[src/rtl/btn_step_arbiter_if.sv]
// Button/step port bundle between the board-side requesters and the counter core.
// The slave side is the arbiter; the master side drives buttons and step_rdy.
interface btn_step_arbiter_if;
    logic up;
    logic down;
    logic step_rdy;
    logic step_up;
    logic step_down;
    logic held_up;
    logic held_down;

    modport master (
        output up, down, step_rdy,
        input  step_up, step_down, held_up, held_down
    );

    modport slave (
        input  up, down, step_rdy,
        output step_up, step_down, held_up, held_down
    );
endinterface

[src/rtl/btn_step_arbiter.sv]
// Per-button sync, debounce and press/auto-repeat event generation, round-robin merged onto one step port.
// Auto-repeat is built only when AUTO_REPEAT_EN is defined; otherwise each press yields a single step.
module btn_step_arbiter #(
    parameter int unsigned DEB_CYCLES = 1000000,
    parameter int unsigned REP_DELAY  = 50000000,
    parameter int unsigned REP_PERIOD = 10000000,
    parameter int unsigned CNT_W      = 26
) (
    input  logic              Clk100M,
    input  logic              Rst_n,
    btn_step_arbiter_if.slave bus
);
    typedef enum logic [1:0] {IDLE, WAIT, REPEAT} state_t;

    // Index 0 is the up requester, index 1 the down requester.
    logic [1:0]       raw;
    logic [1:0]       sync1;
    logic [1:0]       sync2;
    logic [1:0]       deb;
    logic [1:0]       pending;
    logic [1:0]       event_c;
    logic [1:0]       grant_c;
    logic [CNT_W-1:0] deb_cnt [2];
    state_t           state   [2];
`ifdef AUTO_REPEAT_EN
    logic [CNT_W-1:0] rep_cnt [2];
`endif
    logic             last_dn;
    logic             step_up;
    logic             step_down;

    // Every timing parameter must be nonzero and fit in the shared counter width.
    if (DEB_CYCLES == 0 || REP_DELAY == 0 || REP_PERIOD == 0 ||
        (64'(DEB_CYCLES) >> CNT_W) != 64'd0 ||
        (64'(REP_DELAY)  >> CNT_W) != 64'd0 ||
        (64'(REP_PERIOD) >> CNT_W) != 64'd0) begin : g_bad_cfg
        $error("btn_step_arbiter: CNT_W too narrow or zero timing parameter");
    end

    assign raw           = {bus.down, bus.up};
    assign bus.step_up   = step_up;
    assign bus.step_down = step_down;
    assign bus.held_up   = deb[0];
    assign bus.held_down = deb[1];

    // Press event on a fresh debounced rise; repeat events when the hold timer expires.
    always_comb begin
        event_c = '0;
        for (int i = 0; i < 2; i++) begin
            case (state[i])
                IDLE:    event_c[i] = deb[i];
`ifdef AUTO_REPEAT_EN
                WAIT:    event_c[i] = deb[i] && (rep_cnt[i] == CNT_W'(REP_DELAY - 1));
                REPEAT:  event_c[i] = deb[i] && (rep_cnt[i] == CNT_W'(REP_PERIOD - 1));
`endif
                default: event_c[i] = 1'b0;
            endcase
        end
    end

    // A lone pending request wins; on a tie the side opposite the last grant wins.
    always_comb begin
        grant_c = '0;
        if (bus.step_rdy) begin
            if (pending[0] && (!pending[1] || last_dn)) begin
                grant_c[0] = 1'b1;
            end else if (pending[1]) begin
                grant_c[1] = 1'b1;
            end
        end
    end

    always_ff @(posedge Clk100M or negedge Rst_n) begin
        if (!Rst_n) begin
            sync1     <= '0;
            sync2     <= '0;
            deb       <= '0;
            pending   <= '0;
            step_up   <= 1'b0;
            step_down <= 1'b0;
            last_dn   <= 1'b1;
            for (int i = 0; i < 2; i++) begin
                deb_cnt[i] <= '0;
                state[i]   <= IDLE;
`ifdef AUTO_REPEAT_EN
                rep_cnt[i] <= '0;
`endif
            end
        end else begin
            sync1 <= raw;
            sync2 <= sync1;
            for (int i = 0; i < 2; i++) begin
                if (sync2[i] == deb[i]) begin
                    deb_cnt[i] <= '0;
                end else if (deb_cnt[i] == CNT_W'(DEB_CYCLES - 1)) begin
                    deb[i]     <= sync2[i];
                    deb_cnt[i] <= '0;
                end else begin
                    deb_cnt[i] <= deb_cnt[i] + CNT_W'(1);
                end

                // Pending is a flag: events landing while it is set are lost.
                pending[i] <= pending[i] ? !grant_c[i] : event_c[i];

                if (!deb[i]) begin
                    state[i] <= IDLE;
`ifdef AUTO_REPEAT_EN
                    rep_cnt[i] <= '0;
`endif
                end else begin
                    case (state[i])
                        IDLE: begin
                            state[i] <= WAIT;
`ifdef AUTO_REPEAT_EN
                            rep_cnt[i] <= '0;
`endif
                        end
`ifdef AUTO_REPEAT_EN
                        WAIT: begin
                            if (event_c[i]) begin
                                state[i]   <= REPEAT;
                                rep_cnt[i] <= '0;
                            end else begin
                                rep_cnt[i] <= rep_cnt[i] + CNT_W'(1);
                            end
                        end
                        REPEAT: begin
                            if (event_c[i]) begin
                                rep_cnt[i] <= '0;
                            end else begin
                                rep_cnt[i] <= rep_cnt[i] + CNT_W'(1);
                            end
                        end
`endif
                        default: ;
                    endcase
                end
            end

            step_up   <= grant_c[0];
            step_down <= grant_c[1];
            if (grant_c[0]) begin
                last_dn <= 1'b0;
            end else if (grant_c[1]) begin
                last_dn <= 1'b1;
            end
        end
    end
endmodule

[src/flat_wrapper.sv]
// flat-port wrapper written by rule: the top's interface ports become plain ports
module btn_step_arbiter_flat 
#(
    parameter int unsigned DEB_CYCLES = 1000000,
    parameter int unsigned REP_DELAY  = 50000000,
    parameter int unsigned REP_PERIOD = 10000000,
    parameter int unsigned CNT_W      = 26
)
  (Clk100M, Rst_n, bus_up, bus_down, bus_step_rdy, bus_step_up, bus_step_down, bus_held_up, bus_held_down);
  btn_step_arbiter_if bus_i ();
  input  logic Clk100M;
  input  logic Rst_n;
  input wire logic [$bits(bus_i.up)-1:0] bus_up;
  input wire logic [$bits(bus_i.down)-1:0] bus_down;
  input wire logic [$bits(bus_i.step_rdy)-1:0] bus_step_rdy;
  output wire logic [$bits(bus_i.step_up)-1:0] bus_step_up;
  output wire logic [$bits(bus_i.step_down)-1:0] bus_step_down;
  output wire logic [$bits(bus_i.held_up)-1:0] bus_held_up;
  output wire logic [$bits(bus_i.held_down)-1:0] bus_held_down;
  assign bus_i.up = bus_up;
  assign bus_i.down = bus_down;
  assign bus_i.step_rdy = bus_step_rdy;
  assign bus_step_up = bus_i.step_up;
  assign bus_step_down = bus_i.step_down;
  assign bus_held_up = bus_i.held_up;
  assign bus_held_down = bus_i.held_down;
  btn_step_arbiter #(.DEB_CYCLES(DEB_CYCLES), .REP_DELAY(REP_DELAY), .REP_PERIOD(REP_PERIOD), .CNT_W(CNT_W)) u_core (.Clk100M(Clk100M), .Rst_n(Rst_n), .bus(bus_i));
endmodule
[config.mk]
export PLATFORM = sky130hd
export DESIGN_NAME = btn_step_arbiter_flat
export DESIGN_NICKNAME = d
export VERILOG_FILES = /design/src/rtl/btn_step_arbiter_if.sv /design/src/rtl/btn_step_arbiter.sv /design/src/flat_wrapper.sv
export SDC_FILE = /design/constraint.sdc
export NUM_CORES = 1
export LEC_CHECK = 0
export ABC_CLOCK_PERIOD_IN_PS = 3000
export BUFFER_PORTS_ARGS = -buffer_cell sky130_fd_sc_hd__buf_2
export CAP_MARGIN = 20
export CORE_MARGIN = 2
export CORE_UTILIZATION = 36
export CTS_BUF_LIST = sky130_fd_sc_hd__clkbuf_8
export CTS_CLUSTER_SIZE = 16
export DETAILED_ROUTE_END_ITERATION = 8
export SETUP_SLACK_MARGIN = 0.15
export SYNTH_ARGS = -nofsm -noshare
export SYNTH_HDL_FRONTEND = slang
export SYNTH_SLANG_ARGS = --single-unit
[constraint.sdc]
create_clock -name Clk100M -period 3 [get_ports Clk100M]
set_input_delay 0.6 -clock Clk100M [delete_from_list [all_inputs] [get_ports Clk100M]]
set_output_delay 0.6 -clock Clk100M [all_outputs]
set_load 0.05 [all_outputs]
==> results.txt <==
----------------------------------------------------
[Worst setup path]
  Critical path required time ... 3.21 ns
  Data arrival at the endpoint of the critical path ... 2.37 ns
  Launch instance of the worst register-to-register path ... u_core.deb_cnt[23]$_DFF_PN0_
  Critical path's slowest cell ... o41ai_4
  Combined buffer and inverter count along the critical path ... 1
  Type of element launching the critical path ... flip-flop
  Depth of the worst register-to-register path ... 5
  CP Cell Sequence ... nor4b_1, nand4_1, o41ai_4, buf_4, a21oi_1
  Peak per-stage delay on the critical path ... 0.63 ns
  Classification of the worst setup path ... flip-flop to flip-flop
  FF-to-FF End ... u_core.deb_cnt[18]$_DFF_PN0_
  Type of destination of the critical path ... flip-flop
  Worst-path maximum fanout ... 19
  Dominant delay contributor by cell family on the critical path ... compound AO/OA/AOI/OAI gates
  Worst setup slack for register-to-register paths ... 0.84 ns

[Logic synthesis]
  Number of flip-flops and latches in the synthesized netlist ... 65
  Warning count from the yosys run ... 0
  Synth Flop Type ... dfrtp_1
  Sequential-to-total area share from yosys stat ... 0.510
  Total standard cell area after synthesis ... 3190 sq um
  Distinct cells, synth ... 35
  Number of flops mapped to enable cells by yosys ... 0
  Post-Syn Nets ... 334
  Gate count of the mapped netlist ... 325
  Async set-or-reset flop fraction in the synthesized netlist ... 1.00
  Average instance area after synthesis ... 9.82 sq um

[Worst hold path]
  Kind of path behind the tightest hold check ... input port to asynchronous set/reset pin

[Timing]
  Unrepaired setup endpoints after global routing ... false
  Period minus WS final ... 2.16 ns
  Sum of negative setup slack ... 0 ns
  Fin. max-slew vios ... 0
  Final count of hold timing violations ... 0
  Portion of the clock cycle consumed by the worst path in the final layout ... 0.719
  Peak clock frequency supported by timing ... 463 MHz
  Largest clock skew in the final design ... 0.00930 ns
  Total setup violations reported at the end of the flow ... 0
  Worst-Margin Slew ... 0.629 ns
  Worst relative slew slack ... 0.580

[Clocking]
  Clock-pin transition on the worst setup and hold timing paths ... 0.07 ns
  TritonCTS buffer count ... 9
  Number of clock sinks ... 65
  Setup repair bufs after CTS ... 0
  CTS tree ... built
  Buffers from clock root to sink, at most ... 2
  CTS resizes ... 0
  H-tree levels ... 3
  Cts hold-fix bufs ... 0
  Insertion delay of the later-clocked pin in the worst-skew pair ... 0.34 ns
  Cell at the root of the clock tree ... clkbuf_8

[Die]
  Effective utilization at floorplan ... 0.368
  Core region area ... 8680 sq um
  Die outline height ... 98.2 microns
  Number of ports placed on the die boundary ... 9
  Placement row count ... 34
  Die boundary width ... 98.2 microns
  Floorplan die area ... 9640 sq um

[Cells and area]
  Final instance area ... 3570 sq um
  Number of nets in the layout ... 346
  Number of antenna diodes ... 0
  Core occupancy in the finished layout ... 0.411
  Fraction of layout instances using a drive strength above 1 ... 0.102
  Area Overhead vs Synth ... 11.7%

[Power and ir drop]
  Total power draw ... 1770 uW
  Ratio of total power to cell area ... 497 nW/um^2
  Maximum VDD drop ... 0.297 mV
  Leakage ... 0.00144 uW

[Placement]
  Gpl congestion ... 0.840
  Number of buffers added on ports ... 8
  Placed Instance Area ... 3360 sq um
  HPWL after detailed placement ... 4230 microns

[Route]
  Antenna violation net count after detailed routing ... 0
  Via count ... 2420
  Ratio of routed vias to standard cells ... 5.38
  Total wire length after detailed routing ... 6290 microns
  DRC violation total after the first TritonRoute iteration ... 81
  Routed WL per cell ... 14.0 microns
  Post-detailed-route DRC marker count ... 0
  Number of iterations in the first detailed-routing pass ... 4

[Global route]
  Via count of the first global-routing pass ... 2402
  First-pass GRT wire length ... 11200 microns
  Pin count of the biggest net entering global routing ... 41
  Number of antenna violations at the first check in global routing ... 0
  Total congestion overflow ... 0
  All-layer global routing usage ... 0.141

[Run]
  Number of maximum-capacitance constraint violations ... 0

[Status]
  Outcome ... completed

----------------------------------------------------
==> how the worst max path moves through the flow <==
stage | startpoint | end | cells past startpoint
after global placement | u_core.deb_cnt[23]$_DFF_PN0_ | u_core.deb_cnt[9]$_DFF_PN0_ | 5
after detailed placement | u_core.deb_cnt[22]$_DFF_PN0_ | u_core.deb_cnt[6]$_DFF_PN0_ | 5
after floorplan | u_core.deb_cnt[26]$_DFF_PN0_ | u_core.deb_cnt[48]$_DFF_PN0_ | 5
final | u_core.deb_cnt[23]$_DFF_PN0_ | u_core.deb_cnt[18]$_DFF_PN0_ | 5
after CTS | u_core.deb_cnt[11]$_DFF_PN0_ | u_core.deb_cnt[13]$_DFF_PN0_ | 5
after global routing | u_core.deb_cnt[8]$_DFF_PN0_ | u_core.deb_cnt[3]$_DFF_PN0_ | 5
==> Yosys cell counts (7+ instances only) <==
| cell type | instances | area share |
|---|---|---|
| a21oi_1 | 25 | 0.039 |
| dfrtp_1 | 64 | 0.50 |
| inv_1 | 10 | 0.012 |
| nand2_1 | 23 | 0.027 |
| nand3_1 | 14 | 0.022 |
| nand4_1 | 15 | 0.029 |
| nor2_1 | 37 | 0.043 |
| nor3_1 | 7 | 0.011 |
| nor4_1 | 8 | 0.016 |
| o21ai_0 | 14 | 0.022 |
| o31ai_1 | 8 | 0.019 |
| or3_1 | 15 | 0.029 |
| or4_1 | 10 | 0.024 |
| xnor2_1 | 15 | 0.041 |
| xor2_1 | 13 | 0.036 |
==> state kept, by name (all words and copies together) (netlist names), 2 cells and up <==
name / flops
u_core.pending: 2
u_core.state: 2
u_core.deb_cnt: 52
u_core.sync2: 2
u_core.deb: 2
u_core.sync1: 2
==> area by class of cell <==
cell class,count,area [sq um]
Timing Repair Buffer,11,75.1
Tap cell,108,135
Multi-Input combinational cell,240,1480
Clock inverter,4,42.5
Clock buffer,12,165
Fill cell,847,5110
Inverter,10,37.5
Sequential cell,65,1630
==> kinds of logic after synthesis <==
| logic type | after synthesis | synth area share |
|---|---|---|
| adder cells (fa/ha/maj) | 4 | 0.0157 |
| XOR/XNOR | 28 | 0.0768 |
| flip-flops | 65 | 0.510 |
| multiplexers | 2 | 0.00705 |
| buffers and inverters | 20 | 0.0259 |
| AO/OA/AOI/OAI | 51 | 0.0956 |
| AND/OR/NAND/NOR | 155 | 0.269 |
==> report_power, final <==
| group | leakage, uW | internal [uW] | switching (uW) |
|---|---|---|---|
| clock network | 0.000115 | 445 | 327 |
| registers | 0.000889 | 903 | 20.8 |
| logic | 0.000434 | 22.6 | 52.5 |
==> per-stage QoR <==
| step | instances | hold WS (ns) | setup WS (ns) |
|---|---|---|---|
| after CTS | 450 | 0.286 | 0.843 |
| after floorplan | 325 | 0.304 | 1.15 |
| final | 450 | 0.273 | 0.842 |
| after global placement | 434 | 0.334 | 0.890 |
| after global routing | 450 | 0.324 | 0.719 |
| after detailed placement | 434 | 0.341 | 0.852 |
==> cell usage in the layout (no fill, tap or decap), types with 6 or more instances in the layout <==
cell,n
nand2_1,23
o21ai_0,14
nand4_1,15
xnor2_1,15
nand3_1,14
nor4_1,8
xor2_1,13
or3_1,15
buf_2,8
o31ai_1,8
inv_1,12
or4_1,10
nor2_1,37
clkbuf_8,12
a21oi_1,25
dfrtp_1,64
and4_1,6
nor3_1,7
==> per-layer routing <==
layer  wire length, microns  global-route usage
met5                      0                   0
met4                     56              0.0432
met3                    235              0.0472
met2                   2950               0.220
met1                   3050               0.188
No activity file was read; power rests on OpenSTA's default activity.
